--- config.mk ---
export PLATFORM = sky130hd
export DESIGN_NAME = stream_rr_arbiter
export DESIGN_NICKNAME = d
export VERILOG_FILES = /design/src/rtl/stream_rr_arbiter.sv
export SDC_FILE = /design/constraint.sdc
export NUM_CORES = 1
export LEC_CHECK = 0
export ABC_AREA = 1
export CAP_MARGIN = 20
export CELL_PAD_IN_SITES_DETAIL_PLACEMENT = 2
export CELL_PAD_IN_SITES_GLOBAL_PLACEMENT = 2
export CORE_MARGIN = 5
export CORE_UTILIZATION = 17
export DETAILED_ROUTE_END_ITERATION = 8
export GPL_TIMING_DRIVEN = 0
export PLACE_DENSITY = 0.88
export SLEW_MARGIN = 0
export SYNTH_ARGS = -nofsm -noshare
export SYNTH_HDL_FRONTEND = slang
export SYNTH_SLANG_ARGS = --single-unit
--- constraint.sdc ---
create_clock -name clk -period 3.3 [get_ports clk]
set_clock_uncertainty 0.1 [all_clocks]
set_input_delay 0.495 -clock clk [delete_from_list [all_inputs] [get_ports clk]]
set_output_delay 0.495 -clock clk [all_outputs]
set_load 0.02 [all_outputs]
--- src/rtl/stream_rr_arbiter.sv ---
// stream_rr_arbiter: two-requester round-robin stream arbiter; define STREAM_ARB_PKT_LOCK_EN to hold the grant until the last beat of a packet
module stream_rr_arbiter #(
    parameter int DATA_WD = 4
) (
    input  logic               clk,
    input  logic               rstn,
    input  logic [DATA_WD-1:0] a_data,
    input  logic               a_valid,
    input  logic               a_last,
    output logic               a_ready,
    input  logic [DATA_WD-1:0] b_data,
    input  logic               b_valid,
    input  logic               b_last,
    output logic               b_ready,
    output logic [DATA_WD-1:0] c_data,
    output logic               c_valid,
    output logic               c_last,
    input  logic               c_ready,
    output logic [1:0]         grant
);
    typedef enum logic [1:0] {IDLE, GRANT_A, GRANT_B} state_t;
    state_t state, state_nxt;
    logic last_owner, last_owner_nxt;
    logic a_sel, b_sel, fire, rel;
    always_ff @(posedge clk) begin
        if (!rstn) begin
            state <= IDLE;
            last_owner <= 1'b1;
        end else begin
            state <= state_nxt;
            last_owner <= last_owner_nxt;
        end
    end
    assign a_sel = state == GRANT_A;
    assign b_sel = state == GRANT_B;
    assign c_data = a_sel ? a_data : b_sel ? b_data : '0;
    assign c_valid = (a_sel & a_valid) | (b_sel & b_valid);
    assign c_last = (a_sel & a_last) | (b_sel & b_last);
    assign a_ready = a_sel & c_ready;
    assign b_ready = b_sel & c_ready;
    assign grant = {b_sel, a_sel};
    assign fire = c_valid & c_ready;
`ifdef STREAM_ARB_PKT_LOCK_EN
    assign rel = fire & c_last;
`else
    assign rel = fire;
`endif
    always_comb begin
        state_nxt = state;
        last_owner_nxt = last_owner;
        case (state)
            IDLE: state_nxt = (a_valid && (!b_valid || last_owner)) ? GRANT_A : b_valid ? GRANT_B : IDLE;
            GRANT_A: begin
                last_owner_nxt = rel ? 1'b0 : last_owner;
                state_nxt = !rel ? GRANT_A : b_valid ? GRANT_B : IDLE;
            end
            GRANT_B: begin
                last_owner_nxt = rel ? 1'b1 : last_owner;
                state_nxt = !rel ? GRANT_B : a_valid ? GRANT_A : IDLE;
            end
            default: state_nxt = IDLE;
        endcase
    end
endmodule

* Yosys cells after proc, flatten, opt, wreduce, memory -nomap -nowiden
Cells that the tools add are included.
** Word-level totals
- Flip-flop bits (word level) :: 3
- Latch bits :: 0
- RAM bits :: 0
- Memory bits (read-only) :: 0
- Input port bits :: 15
- Output and inout bits :: 10
- Word-level logic and storage cells :: 32
- Memories :: 0
** Cells by class
- Add/subtract/negate cells :: 0
- Multipliers :: 0
- Div/mod/pow operators :: 0
- Order comparisons :: 0
- Equal/unequal tests :: 4
- Shift operators :: 0
- Mux-type cells :: 11
- Bitwise logic cells :: 9
- Reductions and logical operators :: 6
** Operators by type and width (count)
- two-way mux 2 bit :: 4
- two-way mux 4 bit :: 2
- bitwise AND 1 bit :: 7
- one-hot mux 2 bit (3 select lines) :: 1
- inequality test 2 x 1 -> 1 bit, second input constant :: 2
- two-way mux 1 bit :: 3
- AND reduction 3 bit :: 1
- == test 2 x 1 -> 1 bit, second input constant :: 1
- == test 2 bit, second input constant :: 1
- zero test 2 bit :: 1
- OR 1 bit :: 2
- one-hot mux 1 bit (2 select lines) :: 1
- nonzero test 2 bit :: 1
- logical AND 1 bit :: 1
- zero test 1 bit :: 1
- logical OR 1 bit :: 1

* Logic depth before layout (Yosys ltp)
Gate-level depths: netlist of the first run.
- Word-level depth :: 6
- Mapped depth :: 10
- Depth with buffers taken out :: 9

* Worst setup path before layout of the first run
OpenSTA, ideal clock, no wires.
- Kind :: register -> output
- From :: register state[1]
- To :: output port c_data[0]
- Arrival :: 1.105 ns
- Required time :: 2.705 ns
- Slack :: 1.600 ns
- Cell stages (with the launch flop) :: 7
- Path buffers :: 1
- Cell sequence :: dfxtp_1 > inv_1 > ha_1 > bufbuf_8 > inv_2 > nand3_1 > nand2_1
** Between the ends
- Elaborated cells between the ends (all ways) :: 4
- Those cells by class :: eq/ne (2); mux (2)
** RTL lines
- start, declared :: line 22 : state_t state, state_nxt;
- start signal, assigned :: line 30 : state <= state_nxt;
- == test 2 x 1 -> 1 bit :: line 34 : assign a_sel = state == GRANT_A;
- via a_sel :: line 24 : logic a_sel, b_sel, fire, rel;
- two-way mux 4 bit :: line 36 : assign c_data = a_sel ? a_data : b_sel ? b_data : '0;
- end, declared :: line 15 : output logic [DATA_WD-1:0] c_data,
The timed path passes the listed nets, and every way through them passes these cells.

* Final worst setup path of the first run
- From :: register state[1]
- To :: output port c_data[2]
Same word-level chain as after synthesis.

==> results of run 1 <==
cells by family after synthesis:
| logic type | Yosys count |
|---|---|
| AND/OR/NAND/NOR | 33 |
| AO/OA/AOI/OAI | 3 |
| flip-flops | 3 |
| buffers and inverters | 13 |
| adder cells (fa/ha/maj) | 4 |
flip-flops by register name, indices dropped and copies added, names as in the netlist:
| register | cells |
|---|---|
| last_owner | 1 |
| state | 2 |
worst reg2reg max path, stage by stage, from the launching register on:
cell                      delay (ns)
sky130_fd_sc_hd__dfxtp_1        0.33
sky130_fd_sc_hd__inv_1          0.09
sky130_fd_sc_hd__ha_1           0.19
sky130_fd_sc_hd__buf_6          0.17
sky130_fd_sc_hd__nand2_4        0.06
sky130_fd_sc_hd__nand2_4        0.09
sky130_fd_sc_hd__nand2_4        0.06
sky130_fd_sc_hd__o21ai_2        0.07
sky130_fd_sc_hd__nand2_1        0.07
sky130_fd_sc_hd__nand2_1        0.06
sky130_fd_sc_hd__nand3_1        0.07
per-stage QoR:
step / power, mW / hold slack [ns]
floorplan: 0.1387 / 0.3284
global placement: 0.2014 / 0.3556
detailed placement: 0.2091 / 0.3629
CTS: 0.2782 / 0.3729
global route: 0.2896 / 0.4144
finish: 0.2691 / 0.3680
worst max-delay path by stage:
stage | cells after the start | from | slack, ns | to
2_1_floorplan | 6 | state[1]$_SDFF_PN0_ | 1.60 | c_data[0]
3_3_place_gp | 4 | a_valid | 0.86 | c_valid
3_5_place_dp | 4 | a_valid | 0.85 | c_valid
4_1_cts | 7 | state[1]$_SDFF_PN0_ | 0.67 | c_data[2]
5_1_grt | 7 | state[1]$_SDFF_PN0_ | 0.60 | c_data[2]
6_report | 7 | state[1]$_SDFF_PN0_ | 0.72 | c_data[2]
power by group:
part           leakage [nW]  total, mW  switching, mW  internal, mW
Combinational         0.294      0.157         0.0786        0.0787
Sequential           0.0248     0.0477        0.00456        0.0431
Clock                0.0150     0.0642         0.0189        0.0453
Total                 0.334      0.269          0.102         0.167
routing by layer:
layer	track usage	wire (um)
met1	0.1099	651
met5	0	0
met2	0.1615	765
met4	0.03974	0
met3	0.01584	73
final cells by class:
cell class | count | area (um^2) | share of cell area
Timing Repair Buffer | 24 | 240.2 | 0.3549
Clock buffer | 4 | 26.28 | 0.03882
Tap cell | 28 | 35.03 | 0.05176
Sequential cell | 3 | 60.06 | 0.08872
Buffer | 4 | 45.04 | 0.06654
Inverter | 9 | 33.78 | 0.04991
Multi-Input combinational cell | 40 | 236.5 | 0.3494
cells in the final DEF, fill, tap and decap left out, drive strengths merged:
master,synthesis,routed
a22o,1,1
nand3,10,10
inv,8,8
nand4,1,1
o21ai,1,1
clkbuf,0,4
nand2,21,21
bufbuf,1,1
clkinv,1,1
clkdlybuf4s50,0,24
dfxtp,3,3
nor2,1,1
buf,3,3
a31oi,1,1
ha,4,4
==> flow_summary.rst, run 1 <==
.. list-table::
   :header-rows: 1

   * - Metric
     - Value
   * - Total clock buffers created by CTS
     - 3
   * - # port buffers
     - 24
   * - Final slew viol count
     - 0
   * - Data arrival at the endpoint of the critical path
     - 1.98 ns
   * - Multiplexer share of the synthesized area
     - 0
   * - Number of levels in the clock H-tree
     - 1
   * - Clock-pin transition on the worst setup and hold timing paths
     - 0.03 ns
   * - Share of the clock period used by the worst path
     - 0.7817
   * - Area of the die
     - 0.003248 mm^2
   * - Clock sink count
     - 3
   * - Placed Area
     - 650.6 um^2
   * - Peak supply drop
     - 151.3 uV
   * - Worst min-delay path startpoint
     - last_owner$_SDFFE_PN1P_
   * - Horizontal extent of the die
     - 56.99 um
   * - CORE AREA
     - 0.002170 mm^2
   * - Delay of the slowest cell on the worst path
     - 0.60 ns
   * - Number of remaining DRC errors
     - 0
   * - End of the worst hold path
     - last_owner$_SDFFE_PN1P_
   * - Critical path fanouts, max
     - 10
   * - Final-stage net count
     - 104
   * - Power density of the placed cells
     - 397.6 mW/mm^2
   * - Unrepaired setup endpoints after global routing
     - false
   * - Via count of the first global-routing pass
     - 486
   * - FFs w/ async S/R, synth
     - 0
   * - Root buf cell
     - sky130_fd_sc_hd__clkbuf_4
   * - Post-detailed-placement half-perimeter wirelength
     - 1286 um
   * - Critical register-to-register path endpoint
     - last_owner$_SDFFE_PN1P_
   * - Post-Synth XOR/XNOR Area
     - 0
   * - Antenna cell count
     - 0
   * - Adder and majority cell fraction of the synthesized area
     - 0.1333
   * - Normalized max-slew margin
     - 0.8408
   * - Layout Utilization
     - 0.3120
   * - Count of boundary I/O pins
     - 25
   * - Remaining antenna violation count
     - 0
   * - Clock latency on the worst-skew pair
     - 0.23 ns
   * - Non-filler instance count after layout
     - 112
   * - Most used standard cells in the synthesized netlist
     - sky130_fd_sc_hd__nand2_1 (18), sky130_fd_sc_hd__nand3_1 (10), sky130_fd_sc_hd__inv_1 (7)
   * - Cell area after synthesis
     - 375.4 um^2
   * - Synthesis warning total
     - 0
   * - Post-cts repair resize count
     - 0
   * - Result of the run
     - finished clean
   * - Dominant cells by area after synthesis
     - sky130_fd_sc_hd__nand2_1 (18%), sky130_fd_sc_hd__dfxtp_1 (16%), sky130_fd_sc_hd__ha_1 (13%)
   * - Cell count of the worst reg-to-reg path
     - 10
   * - Row Count
     - 17
   * - Synthesized area divided by synthesized cell count
     - 6.703 um^2
   * - Crit. End Element
     - primary output
   * - Combinational family with the most area after synthesis
     - simple AND/OR/NAND/NOR gates
   * - Worst-margin pin slew
     - 0.2381 ns
   * - Fraction of the yosys area taken by sequential cells
     - 0.1600
   * - Post-synth EDFFs
     - 0
   * - Compound-cell area share of the yosys netlist
     - 0.06667
   * - Share of post-route cells with drive strength above 1
     - 0.1548
   * - Non-Filler Cell Area, Final
     - 676.9 um^2
   * - Max-Cap Viols
     - 0
   * - Final estimated routing congestion in global placement
     - 0.7507
   * - Crit path required time
     - 2.70 ns
   * - Average via count per standard cell
     - 4.179
   * - GR Util All Layers
     - 0.09226
   * - Cell-by-cell trace of the critical path
     - inv_1, ha_1, bufbuf_8, inv_2, nand3_1, nand2_1, clkdlybuf4s50_1
   * - Initial cell density of the core
     - 0.1730
   * - Cell type with the largest total area after synthesis
     - sky130_fd_sc_hd__nand2_1
   * - Post-Synth Simple-Gate Area
     - 0.4300
   * - Number of optimization iterations in the first detailed-route pass
     - 3
   * - Number of antenna violations at the first check in global routing
     - 0
   * - Cell with the biggest individual delay on the critical path
     - sky130_fd_sc_hd__clkdlybuf4s50_1
   * - Pin count of the biggest net entering global routing
     - 11
   * - Synthesized instance count
     - 56
   * - Final Hold Vio Count
     - 0
   * - Setup slack on the worst flop-to-flop path
     - 1.83 ns
   * - Cell class contributing the biggest share of worst-path delay
     - buffers and inverters
   * - Routed wire length per instance
     - 13.30 um
   * - Placement-stage worst setup slack
     - 0.8483 ns
   * - Flop and latch count out of synthesis
     - 3
   * - Buffers inserted by post-CTS timing repair
     - 0
   * - Depth of the worst hold-timing path
     - 2
   * - Worst Setup Slack, final
     - 0.7204 ns
   * - Max clock buf depth
     - 2
   * - CTS tree
     - built
   * - Number of placed instances, taps included
     - 108
   * - Setup TNS
     - 0 ns
   * - Hold/Removal Path Class
     - register to register
   * - Achievable clock frequency
     - 0.3877 GHz
   * - Shortest clock period the worst path allows after layout
     - 2.580 ns
   * - Y dimension of the die
     - 56.99 um
   * - Post-Syn Nets
     - 75
   * - GR Overflow Total
     - 0
   * - Most repeated cell in the gate-level netlist after synthesis
     - sky130_fd_sc_hd__nand2_1
   * - Number of fill cells in the layout
     - 276
   * - Total vias in the final route
     - 468
   * - Critical path startpoint category
     - register
   * - Cts-stage hold buffer count
     - 0
   * - Wire length of the first global-routing pass
     - 2318 um
   * - Critical path type
     - register to primary output
   * - Leak
     - 0.3336 nW
   * - Area share of the leading cell type in the synthesized netlist
     - 0.1800
   * - Layout overhead on the synthesized area
     - 80.33%
   * - Final WL
     - 1490 um
   * - Worst path buffer plus inverter count
     - 4
   * - Starting DRT DRC Count
     - 4
   * - Reg2reg start
     - state[0]$_SDFF_PN0_
   * - Endpoints failing setup
     - 0
   * - Top flip-flop cell by instance count after synthesis
     - sky130_fd_sc_hd__dfxtp_1
   * - Count of cell types in the netlist
     - 16
(Power assumes the default switching activity.)
==> run 2: changes to the inputs <==
CORE_UTILIZATION = 16   (was 17)
PLACE_DENSITY = 0.84   (was 0.88)
clock period = 2.6 ns   (was 3.3 ns; I/O delays follow)
==> run 2 against run 1 <==
  * Via count is 1.1% lower
  * Count of clock-buffer cells in the layout is the same
  * Register-to-register slack worse by 0.68 ns
  * First-iteration DRC count rose by 50%
  * Setup slack got worse by 0.57 ns
  * Combinational power grew 29%
  * Non-clock buffer count stayed put
  * Critical path depth did not move
==> flow_summary.rst, run 2 (synthesized netlist as in run 1, its figures left out) <==
.. list-table::
   :header-rows: 1

   * - Metric
     - Value
   * - Result of the run
     - finished clean
   * - Number of fill cells in the layout
     - 275
   * - Final WL
     - 1448 um
   * - Max clock buf depth
     - 2
   * - Final hold slack
     - 0.3675 ns
   * - Root buf cell
     - sky130_fd_sc_hd__clkbuf_4
   * - Max reg flops
     - 2
   * - Endpoints failing setup
     - 0
   * - Starting DRT DRC Count
     - 6
   * - Number of remaining DRC errors
     - 0
   * - Average via count per standard cell
     - 4.134
   * - Reg2reg start
     - state[0]$_SDFF_PN0_
   * - Cell count of the worst reg-to-reg path
     - 9
   * - Crit. End Element
     - primary output
   * - Power density of the placed cells
     - 509.6 mW/mm^2
   * - Data arrival at the endpoint of the critical path
     - 1.96 ns
   * - Antenna cell count
     - 0
   * - End of the worst hold path
     - last_owner$_SDFFE_PN1P_
   * - Y dimension of the die
     - 58.44 um
   * - Final-stage net count
     - 104
   * - Shortest clock period the worst path allows after layout
     - 2.453 ns
   * - Worst min-delay path startpoint
     - last_owner$_SDFFE_PN1P_
   * - Routed wire length per instance
     - 12.93 um
   * - Leak
     - 0.3336 nW
   * - Critical path fanouts, max
     - 10
   * - Buffers inserted by post-CTS timing repair
     - 0
   * - Normalized max-slew margin
     - 0.8477
   * - Number of levels in the clock H-tree
     - 1
   * - GR Overflow Total
     - 0
   * - Clock sink count
     - 3
   * - Critical path startpoint category
     - register
   * - Total vias in the final route
     - 463
   * - Final estimated routing congestion in global placement
     - 0.6862
   * - Setup slack on the worst flop-to-flop path
     - 1.15 ns
   * - Peak supply drop
     - 155.2 uV
   * - Achievable clock frequency
     - 0.4077 GHz
   * - Horizontal extent of the die
     - 58.44 um
   * - Number of optimization iterations in the first detailed-route pass
     - 2
   * - Delay of the slowest cell on the worst path
     - 0.61 ns
   * - Met2 routing resource usage after global routing
     - 0.1707
   * - Worst path buffer plus inverter count
     - 4
   * - Clock latency on the worst-skew pair
     - 0.23 ns
   * - Count of boundary I/O pins
     - 25
   * - Setup TNS
     - 0 ns
   * - Pin count of the biggest net entering global routing
     - 11
   * - # port buffers
     - 24
   * - GR met3 Demand/Resource
     - 0.01316
   * - Critical path type
     - register to primary output
   * - Clock-pin transition on the worst setup and hold timing paths
     - 0.04 ns
   * - GR Util All Layers
     - 0.09210
   * - Via count of the first global-routing pass
     - 501
   * - Cts-stage hold buffer count
     - 0
   * - Cell with the biggest individual delay on the critical path
     - sky130_fd_sc_hd__clkdlybuf4s50_1
   * - Final slew viol count
     - 0
   * - Layout overhead on the synthesized area
     - 80.33%
   * - Row Count
     - 17
   * - Share of the clock period used by the worst path
     - 0.9434
   * - Hold/Removal Path Class
     - register to register
   * - Unrepaired setup endpoints after global routing
     - false
   * - Register ranked first by flip-flop count
     - state
   * - Most Crowded Layer GR
     - met2
   * - Area of the multi-input gates
     - 236.5 um^2
   * - GR Util met1
     - 0.09909
   * - Share of post-route cells with drive strength above 1
     - 0.1548
   * - CTS tree
     - built
   * - Total clock buffers created by CTS
     - 3
   * - CORE AREA
     - 0.002233 mm^2
   * - Depth of the worst hold-timing path
     - 2
   * - Cell class contributing the biggest share of worst-path delay
     - buffers and inverters
   * - Final Hold Vio Count
     - 0
   * - Max-Cap Viols
     - 0
   * - Most common cell after layout, fill and taps aside
     - sky130_fd_sc_hd__clkdlybuf4s50_1
   * - Post-detailed-placement half-perimeter wirelength
     - 1246 um
   * - Number of antenna violations at the first check in global routing
     - 0
   * - Post-cts repair resize count
     - 0
   * - Critical register-to-register path endpoint
     - last_owner$_SDFFE_PN1P_
   * - Leading cell types in the layout, fill and taps excluded
     - sky130_fd_sc_hd__clkdlybuf4s50_1 (24), sky130_fd_sc_hd__nand2_1 (18), sky130_fd_sc_hd__nand3_1 (10)
   * - Total power draw
     - 344.9 uW
   * - Worst-margin pin slew
     - 0.2277 ns
   * - Crit path required time
     - 2.11 ns
   * - Top Registers
     - state x2, last_owner x1
   * - Cell-by-cell trace of the critical path
     - inv_1, ha_1, bufbuf_8, inv_2, nand3_1, nand2_1, clkdlybuf4s50_1
   * - Remaining antenna violation count
     - 0
   * - Sequential Area
     - 60.06 um^2
   * - Initial cell density of the core
     - 0.1681
   * - Wire length of the first global-routing pass
     - 2366 um
   * - Area of the die
     - 0.003415 mm^2
run 2: layer usage:
metal	part of all wire	wire length [um]
met4	0.011	16
met1	0.38	544
met5	0	0
met3	0.023	33
met2	0.59	853
run 2: how the worst max path moves through the flow:
stage	start	to	slack [ns]	depth (start not counted)
final	state[1]$_SDFF_PN0_	c_data[3]	0.15	7
after detailed placement	b_valid	c_valid	0.34	4
after global placement	b_valid	c_valid	0.36	4
after global routing	state[1]$_SDFF_PN0_	c_data[2]	0.02	7
after floorplan	state[1]$_SDFF_PN0_	c_data[0]	1.01	6
after CTS	state[1]$_SDFF_PN0_	c_data[2]	0.1	7
run 2: worst min-delay path, stage by stage (launching register included):
cell and delay (ns):
sky130_fd_sc_hd__dfxtp_1 0.33, sky130_fd_sc_hd__nand2_1 0.06, sky130_fd_sc_hd__nand3_1 0.05
run 2: report_power, final:
group | switching (mW) | total (mW) | internal, mW
Combinational | 0.101 | 0.202 | 0.100
Clock | 0.0250 | 0.0825 | 0.0576
Sequential | 0.00604 | 0.0608 | 0.0547
run 2: cell type report:
cell class                      count  share of cell area
Timing Repair Buffer               24              0.3549
Multi-Input combinational cell     40              0.3494
Sequential cell                     3             0.08872
Buffer                              4             0.06654
Tap cell                           28             0.05176
Inverter                            9             0.04991
Clock buffer                        4             0.03882
run 2: per-stage QoR:
stage | util | setup slack, ns | cell area, um^2 | instances
4_1_cts | 0.3031 | 0.09863 | 676.9 | 112
6_report | 0.3031 | 0.1473 | 676.9 | 112
3_5_place_dp | 0.2913 | 0.3357 | 650.6 | 108
3_3_place_gp | 0.2913 | 0.3598 | 650.6 | 108
5_1_grt | 0.3031 | 0.02243 | 676.9 | 112
2_1_floorplan | - | 1.005 | 375.4 | 56
==> run 3: changes to the inputs <==
CTS_CLUSTER_SIZE = 8   (was not set)
REMOVE_ABC_BUFFERS = 1   (was not set)
==> run 3 against run 2 <==
  * Setup slack improved by 0.090 ns
  * Fmax up 3.8%
  * Total power down 5.5%
  * Count of clock-buffer cells in the layout is the same
  * Final cell count shrank 3.6%
  * Wire length decreased by 6.9%
  * Combinational power fell by 11%
  * Sequential power hardly changed
  * Sequential cell count unchanged
  * Largest power group unchanged
  * Highest routed layer unchanged
==> flow_summary.rst, run 3 (synthesized netlist as in run 1, its figures left out) <==
.. list-table::
   :header-rows: 1

   * - Metric
     - Value
   * - Setup TNS
     - 0 ns
   * - Number of placed instances, taps included
     - 104
   * - Most common cell after layout, fill and taps aside
     - sky130_fd_sc_hd__clkdlybuf4s50_1
   * - Cell-internal power
     - 196.5 uW
   * - CORE AREA
     - 0.002233 mm^2
   * - Cts-stage hold buffer count
     - 0
   * - GR Util All Layers
     - 0.09116
   * - Initial cell density of the core
     - 0.1681
   * - Register ranked first by flip-flop count
     - state
   * - Total clock buffers created by CTS
     - 3
   * - Max clock buf depth
     - 2
   * - Remaining antenna violation count
     - 0
   * - Sw Pwr
     - 129.4 uW
   * - Leading cell types in the layout, fill and taps excluded
     - sky130_fd_sc_hd__clkdlybuf4s50_1 (24), sky130_fd_sc_hd__nand2_1 (18), sky130_fd_sc_hd__nand3_1 (10)
   * - Worst-margin pin slew
     - 0.2856 ns
   * - Final Hold Vio Count
     - 0
   * - Wire length of the first global-routing pass
     - 2228 um
   * - Power share of the sequential group
     - 0.187
   * - Root buf cell
     - sky130_fd_sc_hd__clkbuf_4
   * - # port buffers
     - 24
   * - Number of remaining DRC errors
     - 0
   * - Number of levels in the clock H-tree
     - 1
   * - Count of boundary I/O pins
     - 25
   * - Horizontal extent of the die
     - 58.44 um
   * - Clock latency on the worst-skew pair
     - 0.24 ns
   * - Clock sink count
     - 3
   * - Critical path startpoint category
     - register
   * - Hold/Removal Path Class
     - register to register
   * - Placement-stage worst setup slack
     - 0.2960 ns
   * - Share of post-route cells with drive strength above 1
     - 0.1375
   * - Total power draw
     - 325.9 uW
   * - CTS tree
     - built
   * - Average via count per standard cell
     - 4.167
   * - Critical path type
     - register to primary output
   * - Total vias in the final route
     - 450
   * - Crit. End Element
     - primary output
   * - Clock-pin transition on the worst setup and hold timing paths
     - 0.04 ns
   * - Via count of the first global-routing pass
     - 502
   * - Clock network fraction of design power
     - 0.264
   * - GR Overflow Total
     - 0
   * - Layout overhead on the synthesized area
     - 69.67%
   * - Share of the clock period used by the worst path
     - 0.9087
   * - Post-detailed-placement half-perimeter wirelength
     - 1103 um
   * - Peak supply drop
     - 294.7 uV
   * - Unrepaired setup endpoints after global routing
     - false
   * - Starting DRT DRC Count
     - 0
   * - Final slew viol count
     - 0
   * - Non-Filler Cell Area, Final
     - 636.9 um^2
   * - Critical path fanouts, max
     - 12
   * - Switching Share
     - 0.3971
   * - Achievable clock frequency
     - 0.4233 GHz
   * - Final estimated routing congestion in global placement
     - 0.7366
   * - Combinational group share of total power
     - 0.550
   * - Row Count
     - 17
   * - Shortest clock period the worst path allows after layout
     - 2.363 ns
   * - Placed Area
     - 605.6 um^2
   * - Y dimension of the die
     - 58.44 um
   * - Delay of the slowest cell on the worst path
     - 0.61 ns
   * - Cell with the biggest individual delay on the critical path
     - sky130_fd_sc_hd__clkdlybuf4s50_1
   * - Worst path buffer plus inverter count
     - 2
   * - Non-filler instance count after layout
     - 108
   * - Max reg flops
     - 2
   * - Area of the die
     - 0.003415 mm^2
   * - Power density of the placed cells
     - 511.8 mW/mm^2
   * - Leak
     - 0.3017 nW
   * - Data arrival at the endpoint of the critical path
     - 1.87 ns
   * - Result of the run
     - finished clean
   * - Normalized max-slew margin
     - 0.8096
   * - Routed wire length per instance
     - 12.48 um
   * - Pin count of the biggest net entering global routing
     - 13
   * - Crit path required time
     - 2.11 ns
   * - Cell class contributing the biggest share of worst-path delay
     - buffers and inverters
   * - Number of optimization iterations in the first detailed-route pass
     - 1
   * - Worst Setup Slack, final
     - 0.2374 ns
   * - Final-stage net count
     - 100
   * - Final WL
     - 1348 um
   * - Endpoints failing setup
     - 0
   * - Number of fill cells in the layout
     - 276
   * - Cell-by-cell trace of the critical path
     - inv_1, ha_2, nand2_1, nand2_4, clkdlybuf4s50_1
   * - Antenna cell count
     - 0
   * - Top Registers
     - state x2, last_owner x1
   * - Max-Cap Viols
     - 0
   * - Number of antenna violations at the first check in global routing
     - 0
run 3: cell types whose count changed in the layout (fill, tap and decap cells not counted), sizes merged:
| cell | before | now |
|---|---|---|
| bufbuf | 1 | 0 |
| buf | 3 | 0 |
run 3: cell type report:
cell class	count	area (um^2)	area share
Timing Repair Buffer	24	240.2	0.3772
Inverter	9	33.78	0.05305
Clock buffer	4	26.28	0.04126
Tap cell	28	35.03	0.05501
Multi-Input combinational cell	40	241.5	0.3792
Sequential cell	3	60.06	0.09430
run 3: what timing repair did:
item | in CTS | in global routing
setup endpoints to repair | 0 | 4
setup buffers | 0 | 0
gates resized for setup | 0 | 2
run 3: through the flow:
| step | utilization | hold WS, ns |
|---|---|---|
| after detailed placement | 0.2711 | 0.3767 |
| after CTS | 0.2829 | 0.3869 |
| final | 0.2852 | 0.3716 |
| after floorplan | - | 0.3284 |
| after global routing | 0.2852 | 0.4232 |
| after global placement | 0.2711 | 0.3508 |
run 3: path summary, 6_finish.rpt:
path,from,to,slack [ns],cells past startpoint
setup / recovery,state[1]$_SDFF_PN0_,c_valid,0.24,5
hold / removal,last_owner$_SDFFE_PN1P_,last_owner$_SDFFE_PN1P_,0.37,2
setup reg to reg,state[1]$_SDFF_PN0_,state[1]$_SDFF_PN0_,1.07,9
hold reg to reg,last_owner$_SDFFE_PN1P_,last_owner$_SDFFE_PN1P_,0.37,2
run 3: tightest hold or removal path, cell delays in order (launching register included):
cell and delay [ns]:
sky130_fd_sc_hd__dfxtp_1 0.33, sky130_fd_sc_hd__nand2_1 0.06, sky130_fd_sc_hd__nand3_1 0.05
run 3: routing by layer:
layer | track usage | vias to the layer above | part of all wire
met2 | 0.1547 | 25 | 0.47
met3 | 0.05482 | 4 | 0.15
li1 | - | 220 | -
met5 | 0 | - | 0
met1 | 0.08854 | 201 | 0.37
met4 | 0.03974 | 0 | 0.021
run 3: power by group through the flow:
stage / combinational (mW) / sequential, mW / clock, mW
floorplan: 0.0978 / 0.0596 / 0
finish: 0.179 / 0.0609 / 0.0859
CTS: 0.182 / 0.0613 / 0.0916
global placement: 0.175 / 0.0607 / 0
global route: 0.197 / 0.0620 / 0.104
detailed placement: 0.181 / 0.0620 / 0
